[config.mk]
export PLATFORM = sky130hd
export DESIGN_NAME = pc_call_stack
export DESIGN_NICKNAME = d
export VERILOG_FILES = /design/src/rtl/pc_call_stack_pkg.sv /design/src/rtl/ras_lifo.sv /design/src/rtl/pc_call_stack.sv
export SDC_FILE = /design/constraint.sdc
export NUM_CORES = 1
export LEC_CHECK = 0
export ABC_AREA = 1
export CELL_PAD_IN_SITES_DETAIL_PLACEMENT = 0
export CELL_PAD_IN_SITES_GLOBAL_PLACEMENT = 1
export CORE_ASPECT_RATIO = 1.1
export CORE_MARGIN = 2
export CORE_UTILIZATION = 43
export DETAILED_ROUTE_END_ITERATION = 12
export PLACE_DENSITY_LB_ADDON = 0.1
export SLEW_MARGIN = 25
export SYNTH_ARGS = -nofsm -noshare
export SYNTH_HDL_FRONTEND = slang
export SYNTH_HIERARCHICAL = 1
export SYNTH_SLANG_ARGS = --single-unit
[constraint.sdc]
create_clock -name clk -period 3.1 [get_ports clk]
set_input_delay 0.775 -clock clk [delete_from_list [all_inputs] [get_ports clk]]
set_output_delay 0.775 -clock clk [all_outputs]
set_load 0.005 [all_outputs]
[src/rtl/pc_call_stack_pkg.sv]
// Shared action encoding and priority decode for the program counter with return-address stack.
package pc_call_stack_pkg;

  localparam logic [2:0] ACT_HOLD = 3'd0;
  localparam logic [2:0] ACT_INC  = 3'd1;
  localparam logic [2:0] ACT_JUMP = 3'd2;
  localparam logic [2:0] ACT_CALL = 3'd3;
  localparam logic [2:0] ACT_RET  = 3'd4;
  localparam logic [2:0] ACT_OVF  = 3'd5;
  localparam logic [2:0] ACT_UDF  = 3'd6;

  // One action per cycle: jump > call > ret > increment; stall overrides everything.
  function automatic logic [2:0] decode_action(input logic enable, input logic jump,
                                               input logic call, input logic ret,
                                               input logic full, input logic empty);
    logic [2:0] act;
    act = ACT_INC;
    if (!enable)    act = ACT_HOLD;
    else if (jump)  act = ACT_JUMP;
    else if (call)  act = full  ? ACT_OVF : ACT_CALL;
    else if (ret)   act = empty ? ACT_UDF : ACT_RET;
    return act;
  endfunction

endpackage

[src/rtl/ras_lifo.sv]
// Return-address LIFO: storage array plus level counter; contents are not reset.
module ras_lifo #(
  parameter int AW    = 12,
  parameter int DEPTH = 4,
  parameter int SPW   = $clog2(DEPTH+1)
) (
  input  logic           clk,
  input  logic           reset,
  input  logic           push,
  input  logic           pop,
  input  logic [AW-1:0]  din,
  output logic [AW-1:0]  top,
  output logic [SPW-1:0] level,
  output logic           full,
  output logic           empty
);
  localparam int IW = $clog2(DEPTH);

  logic [AW-1:0]  mem_q [DEPTH];
  logic [SPW-1:0] level_q, level_d;
  logic [IW-1:0]  wr_idx, rd_idx;

  assign full   = (level_q == SPW'(DEPTH));
  assign empty  = (level_q == '0);
  assign level  = level_q;
  assign wr_idx = IW'(level_q);
  assign rd_idx = IW'(level_q - SPW'(1));
  assign top    = mem_q[rd_idx];

  always_comb begin
    level_d = level_q;
    if (push && !full)      level_d = level_q + SPW'(1);
    else if (pop && !empty) level_d = level_q - SPW'(1);
  end

  always_ff @(posedge clk or posedge reset) begin
    if (reset) level_q <= '0;
    else       level_q <= level_d;
  end

  // Storage has no reset; a pushed word is readable as top on the following cycle.
  always_ff @(posedge clk) begin
    if (push && !full) mem_q[wr_idx] <= din;
  end

endmodule

[src/rtl/pc_call_stack.sv]
// Program counter with jump, call/return via ras_lifo, and sticky overflow/underflow flags.
module pc_call_stack
  import pc_call_stack_pkg::*;
#(
  parameter int AW    = 12,
  parameter int DEPTH = 4,
  parameter int SPW   = $clog2(DEPTH+1)
) (
  input  logic           clk,
  input  logic           reset,
  input  logic           enable,
  input  logic           jump,
  input  logic           call,
  input  logic           ret,
  input  logic [AW-1:0]  target,
  input  logic           clear_err,
  output logic [AW-1:0]  pc,
  output logic [SPW-1:0] level,
  output logic           stack_full,
  output logic           stack_empty,
  output logic           overflow,
  output logic           underflow
);
  logic [AW-1:0] pc_q, pc_d, pc_inc, stk_top;
  logic          overflow_q, overflow_d, underflow_q, underflow_d;
  logic [2:0]    action;
  logic          push, pop;

  assign action = decode_action(enable, jump, call, ret, stack_full, stack_empty);
  assign push   = (action == ACT_CALL);
  assign pop    = (action == ACT_RET);
  assign pc_inc = pc_q + AW'(1);

  ras_lifo #(.AW(AW), .DEPTH(DEPTH), .SPW(SPW)) u_ras (
    .clk   (clk),
    .reset (reset),
    .push  (push),
    .pop   (pop),
    .din   (pc_inc),
    .top   (stk_top),
    .level (level),
    .full  (stack_full),
    .empty (stack_empty)
  );

  always_comb begin
    pc_d = pc_q;
    case (action)
      ACT_INC:  pc_d = pc_inc;
      ACT_JUMP: pc_d = target;
      ACT_CALL: pc_d = target;
      ACT_RET:  pc_d = stk_top;
      default:  pc_d = pc_q;
    endcase
  end

  // A new error in the same cycle as clear_err leaves the flag set.
  always_comb begin
    overflow_d  = (clear_err ? 1'b0 : overflow_q)  | (action == ACT_OVF);
    underflow_d = (clear_err ? 1'b0 : underflow_q) | (action == ACT_UDF);
  end

  always_ff @(posedge clk or posedge reset) begin
    if (reset) begin
      pc_q        <= '0;
      overflow_q  <= 1'b0;
      underflow_q <= 1'b0;
    end else begin
      pc_q        <= pc_d;
      overflow_q  <= overflow_d;
      underflow_q <= underflow_d;
    end
  end

  assign pc        = pc_q;
  assign overflow  = overflow_q;
  assign underflow = underflow_q;

endmodule

Word-level counts from Yosys, hierarchy flattened:

Memories as Yosys holds them, arrays and structs flattened.
Index checks and enable logic that the tools add are counted.

* shifts and indexed selects: 0
* multipliers: 0
* muxes and demuxes: 13
* bitwise logic cells: 2
* order comparisons: 0
* reduce and logical (&&, ||, !) cells: 8
* eq/ne operators: 7
* div/mod/pow operators: 0
* add/sub/neg operators: 3

Operators with widths (count)
* case mux 12 bit (3 select lines): 1
* 2-to-1 mux 3 bit: 7
* adder 12 x 1 -> 12 bit (second input constant): 1
* == test 3 bit (second input constant): 4
* == test 3 x 2 -> 1 bit (second input constant): 2
* 2-to-1 mux 1 bit: 4
* adder 3 x 1 -> 3 bit (second input constant): 1
* == test 3 x 1 -> 1 bit (second input constant): 1
* zero test 3 bit: 1
* nonzero test 3 bit: 1
* subtractor 3 x 1 -> 3 bit (second input constant): 1
* logical AND 1 bit: 2
* zero test 1 bit: 2
* 2-to-1 mux 2 bit: 1
* OR 1 bit: 2
* nonzero test 2 bit: 1
* OR reduction 2 bit: 1

* bits in latches: 0
* logic and storage cells: 38
* bits in read-only memories: 0
* RAM bits: 48
* flip-flop bits (word level): 17
* memories: 1

Memories
* u_ras.mem_q: depth 4, bits a word 12, rd ports 1, clocked after memory_dff 0, write ports 1, line ras_lifo.sv:19 `logic [AW-1:0] mem_q [DEPTH];`

Depth between registers and ports, before layout:

* word-level depth: 10
* gate-level depth with buffers: 15
* gate-level depth less buffers: 14

By module:

Netlist, hierarchy kept.

By module, submodules not included
* ras_lifo: area each 2203.4 um2, times used 1, cells each 188
* pc_call_stack: area each 1202.4 um2, times used 1, cells each 185

Least setup slack after synthesis:

No wires, ideal clock.

* kind: register -> register
* start point: register u_ras.level_q[0], in the netlist u_ras/level[0]
* end point: memory u_ras.mem_q[1][0] (enable)
* path slack: 0.697 ns
* cell stages (with the launch flop): 12
* arrival: 2.023 ns
* period minus slack after synthesis: 2.403 ns
* cells stage by stage: dfrtp_1 > inv_2 > buf_2 > ha_1 > nand2_1 > inv_1 > inv_1 > nand2_1 > nor2_1 > nand2_2 > buf_6 > nor2_1

* elaborated cells on any way between the ends: 13

RTL lines
* from (decl): line ras_lifo.sv:20 `logic [SPW-1:0] level_q, level_d;`
* from (signal assigned): line ras_lifo.sv:38 `else level_q <= level_d;`
* == test 3 bit: line ras_lifo.sv:23 `assign full = (level_q == SPW'(DEPTH));`
* via stack_full: line pc_call_stack.sv:19 `output logic stack_full,`
* 2-to-1 mux 3 bit (2 in a row): line pc_call_stack_pkg.sv:20 `else if (call) act = full ? ACT_OVF : ACT_CALL;`
* 2-to-1 mux 3 bit: line pc_call_stack_pkg.sv:19 `else if (jump) act = ACT_JUMP;`
* 2-to-1 mux 3 bit: line pc_call_stack_pkg.sv:18 `if (!enable) act = ACT_HOLD;`
* == test 3 x 2 -> 1 bit: line pc_call_stack.sv:30 `assign push = (action == ACT_CALL);`
* via push: line pc_call_stack.sv:27 `logic push, pop;`
* logical AND 1 bit: line ras_lifo.sv:43 `if (push && !full) mem_q[wr_idx] <= din;`
* 2-to-1 mux 1 bit: line ras_lifo.sv:43
* 2-to-1 mux 1 bit (implied by the code): line ras_lifo.sv:43
* to (decl): line ras_lifo.sv:19

The timed path passes the listed nets, and every way through them passes these cells.

Worst setup path after layout:

* start point: register u_ras.level_q[0], in the netlist u_ras/level[0]
* end point: output port stack_full

* longest elaborated chain between the ends: 1

RTL lines (line)
* == test 3 bit: ras_lifo.sv:23
* to (decl): pc_call_stack.sv:19

Every way passes these cells.

==> impl_metrics.toml <==
[global_route]
grt_pass1_vias = 2386
antenna_found_initial = 0
grt_max_degree = 26
overflow = 0
grt_pass1_wl_mm = 12.2
grt.total_usage_pct = 18.7

[setup_path]
worst_setup_path_start_kind = "flop"
path_max_fanout = 25
crit_path_end_kind = "output pin"
crit_arrival_ns = 2.04
worst_ep_required_time_ns = 2.32
critPathKind = "flop to output pin"

[power]
switching_power_w = 0.00125
powerDensity_nw_per_um2 = 791
clkPwrFrac_pct = 21.5
combPwrFrac_pct = 40.6
seq_power_share_pct = 37.9
irDropWorstVdd_mv = 0.296
netSwitchingFraction_pct = 38.7
p_leak_nw = 1.83
finalPower_w = 0.00322
intPower_w = 0.00198

[floorplanning]
floorplan.initialDensity_pct = 43.7
coreArea_um2 = 7780
dieWidth_um = 88.9
num_io_pins = 38
die-height_um = 97.3
die-area_um2 = 8650
fp-row-count = 34

[timing]
whs_ns = 0.531
finalSetupTns_ns = 0
setup_violations = 0
tightest_slew_ns = 0.608
finalCritPeriodShare_pct = 90.7
report.final.slew_viol_count = 0
finClkSkew_ns = 0.0166
min_period_ns = 2.81
relSlewSlack_pct = 59.4
rsz0062_at_grt = "false"
finalHoldViolCount = 0
fin_ws_ns = 0.287
fmax_ghz = 0.356

[synth]
synth_fp_nets = 399
synth_cell_types = 29
seq_area_frac_synth_pct = 54.8
syn_area_per_cell_um2 = 9.13
synth_cells = 373
ys_ff_latch = 65
yosysWarnings = 6
syn_area_um2 = 3410
yosysTopAreaCellShare_pct = 42.3
yosysTopAreaCell = "edfxtp_1"
synthTopCellsByArea = "edfxtp_1 42%, nand2_1 13%, dfrtp_1 12%"

[final_layout]
seqCellArea_um2 = 1870
mostFrequentLayoutCells = "119 x nand2_1, 58 x inv_1, 48 x edfxtp_1"
drive_gt1_share_pct = 10.9
area_delta_synth_final_pct = 19.7
multi_input_area_um2 = 1230
fin_nets = 444
final_common_cell = "nand2_1"
fin_util_pct = 52.4
fillers = 732
diodes = 0

[cts]
cts-root-buf = "clkbuf_8"
clockBufferDepth = 2
cts_max_level = 3
cts-buffers-inserted = 9
post_cts_resized = 0
clk_pin_slew_worst_paths_ns = 0.07
clock-sinks = 65
post_cts_buffers = 0
cts_tree = "built"
cts_hold_buf = 0
clock_latency_ns = 0.34

[detailed_routing]
postRouteAntennaNets = 0
wirelength_mm = 7.40
drt_iter0_markers = 85
drc = 0
vias = 2523
drt_pass1_iterations = 4
viasPerCell = 4.75
wl_per_cell_um = 13.9

[placed_design]
port_buffers = 37
dpl.hpwl_mm = 5.44
place_ws_ns = 0.633
place_congestion = 0.832

[flow_run]
drv_cap = 0

[worst_hold_path]
worstHoldPathType = "flop to flop"

[run_status]
status = "completed"
==> final timing paths <==
check                          startpoint        endpoint  slack (ns)  cells past startpoint
min                             underflow       underflow        0.53                      2
max                        u_ras/level[0]      stack_full        0.29                      6
min reg2reg                     underflow       underflow        0.53                      2
max reg2reg                u_ras/level[0]           pc[6]        0.68                     10
min in group asynchronous           reset  u_ras/level[1]        0.64                      2
max in group asynchronous           reset           pc[7]        1.86                      2
==> area by class of cell <==
cell class / instances / share of cell area (%)
sequential: 65 / 45.8
clock buffer: 11 / 3.22
tap: 108 / 3.31
clock inverter: 5 / 1.38
multi-input combinational: 237 / 30.3
inverter: 61 / 5.68
timing repair buffer: 44 / 10.4
==> power by group through the flow <==
stage | clock network [W] | registers (W) | logic, W
5_1_grt | 0.000745 | 0.00124 | 0.00148
6_report | 0.000693 | 0.00122 | 0.00131
4_1_cts | 0.000712 | 0.00122 | 0.00132
2_1_floorplan | 0 | 0.00122 | 0.000853
3_5_place_dp | 0 | 0.00124 | 0.00131
3_3_place_gp | 0 | 0.00124 | 0.00130
==> cell usage after synthesis <==
cell type  instances
a21oi_1            4
a21oi_2            5
buf_12             1
buf_2              7
buf_4              1
buf_6              1
dfrtp_1           17
edfxtp_1          48
ha_1               7
inv_1             58
inv_2              2
inv_4              1
nand2_1          119
nand2_2            3
nand2_4            4
nand3_1           26
nand3b_1           3
nand4_1            5
nor2_1            20
nor2_2             7
nor2_4             1
nor2_8             1
nor3_2             1
o211ai_1          24
o21ai_0            3
o21ai_2            1
o22ai_1            1
o32ai_1            1
xor2_1             1
==> stage by stage <==
| stage | std cells | cell area (µm²) |
|---|---|---|
| after CTS | 531 | 4080 |
| after floorplan | 373 | 3410 |
| after global placement | 515 | 3890 |
| after detailed placement | 515 | 3890 |
| final | 531 | 4080 |
| after global routing | 531 | 4080 |
==> layer usage <==
metal,GRT usage (%),wire length (µm)
met5,0,0
met4,5.94,102
met3,3.14,197
met2,26.5,3160
met1,29.3,3940
==> cells by family (layout without fill, tap and decap cells) <==
family	after synthesis	in the layout	share of synthesized area, %
and+or+nand+nor	190	190	25.1
buffers and inverters	71	121	8.96
DFF	65	65	54.8
AOI/OAI and AO/OA	39	39	8.30
adders and majority gates	7	7	2.57
xor gates and xnor gates	1	1	0.257
==> critical path, cell delays in order (launching register included) <==
cell and delay [ns]:
dfrtp_1 0.44, inv_2 0.10, buf_4 0.25, ha_1 0.20, nand2_1 0.10, inv_1 0.12, clkdlybuf4s50_1 0.51
==> registers in the layout (all words and copies together), names as in the netlist <==
name,count
overflow,1
u_ras/mem_q,48
pc,12
u_ras/level,3
underflow,1
Note: power is estimated with default switching activity, not from simulation.
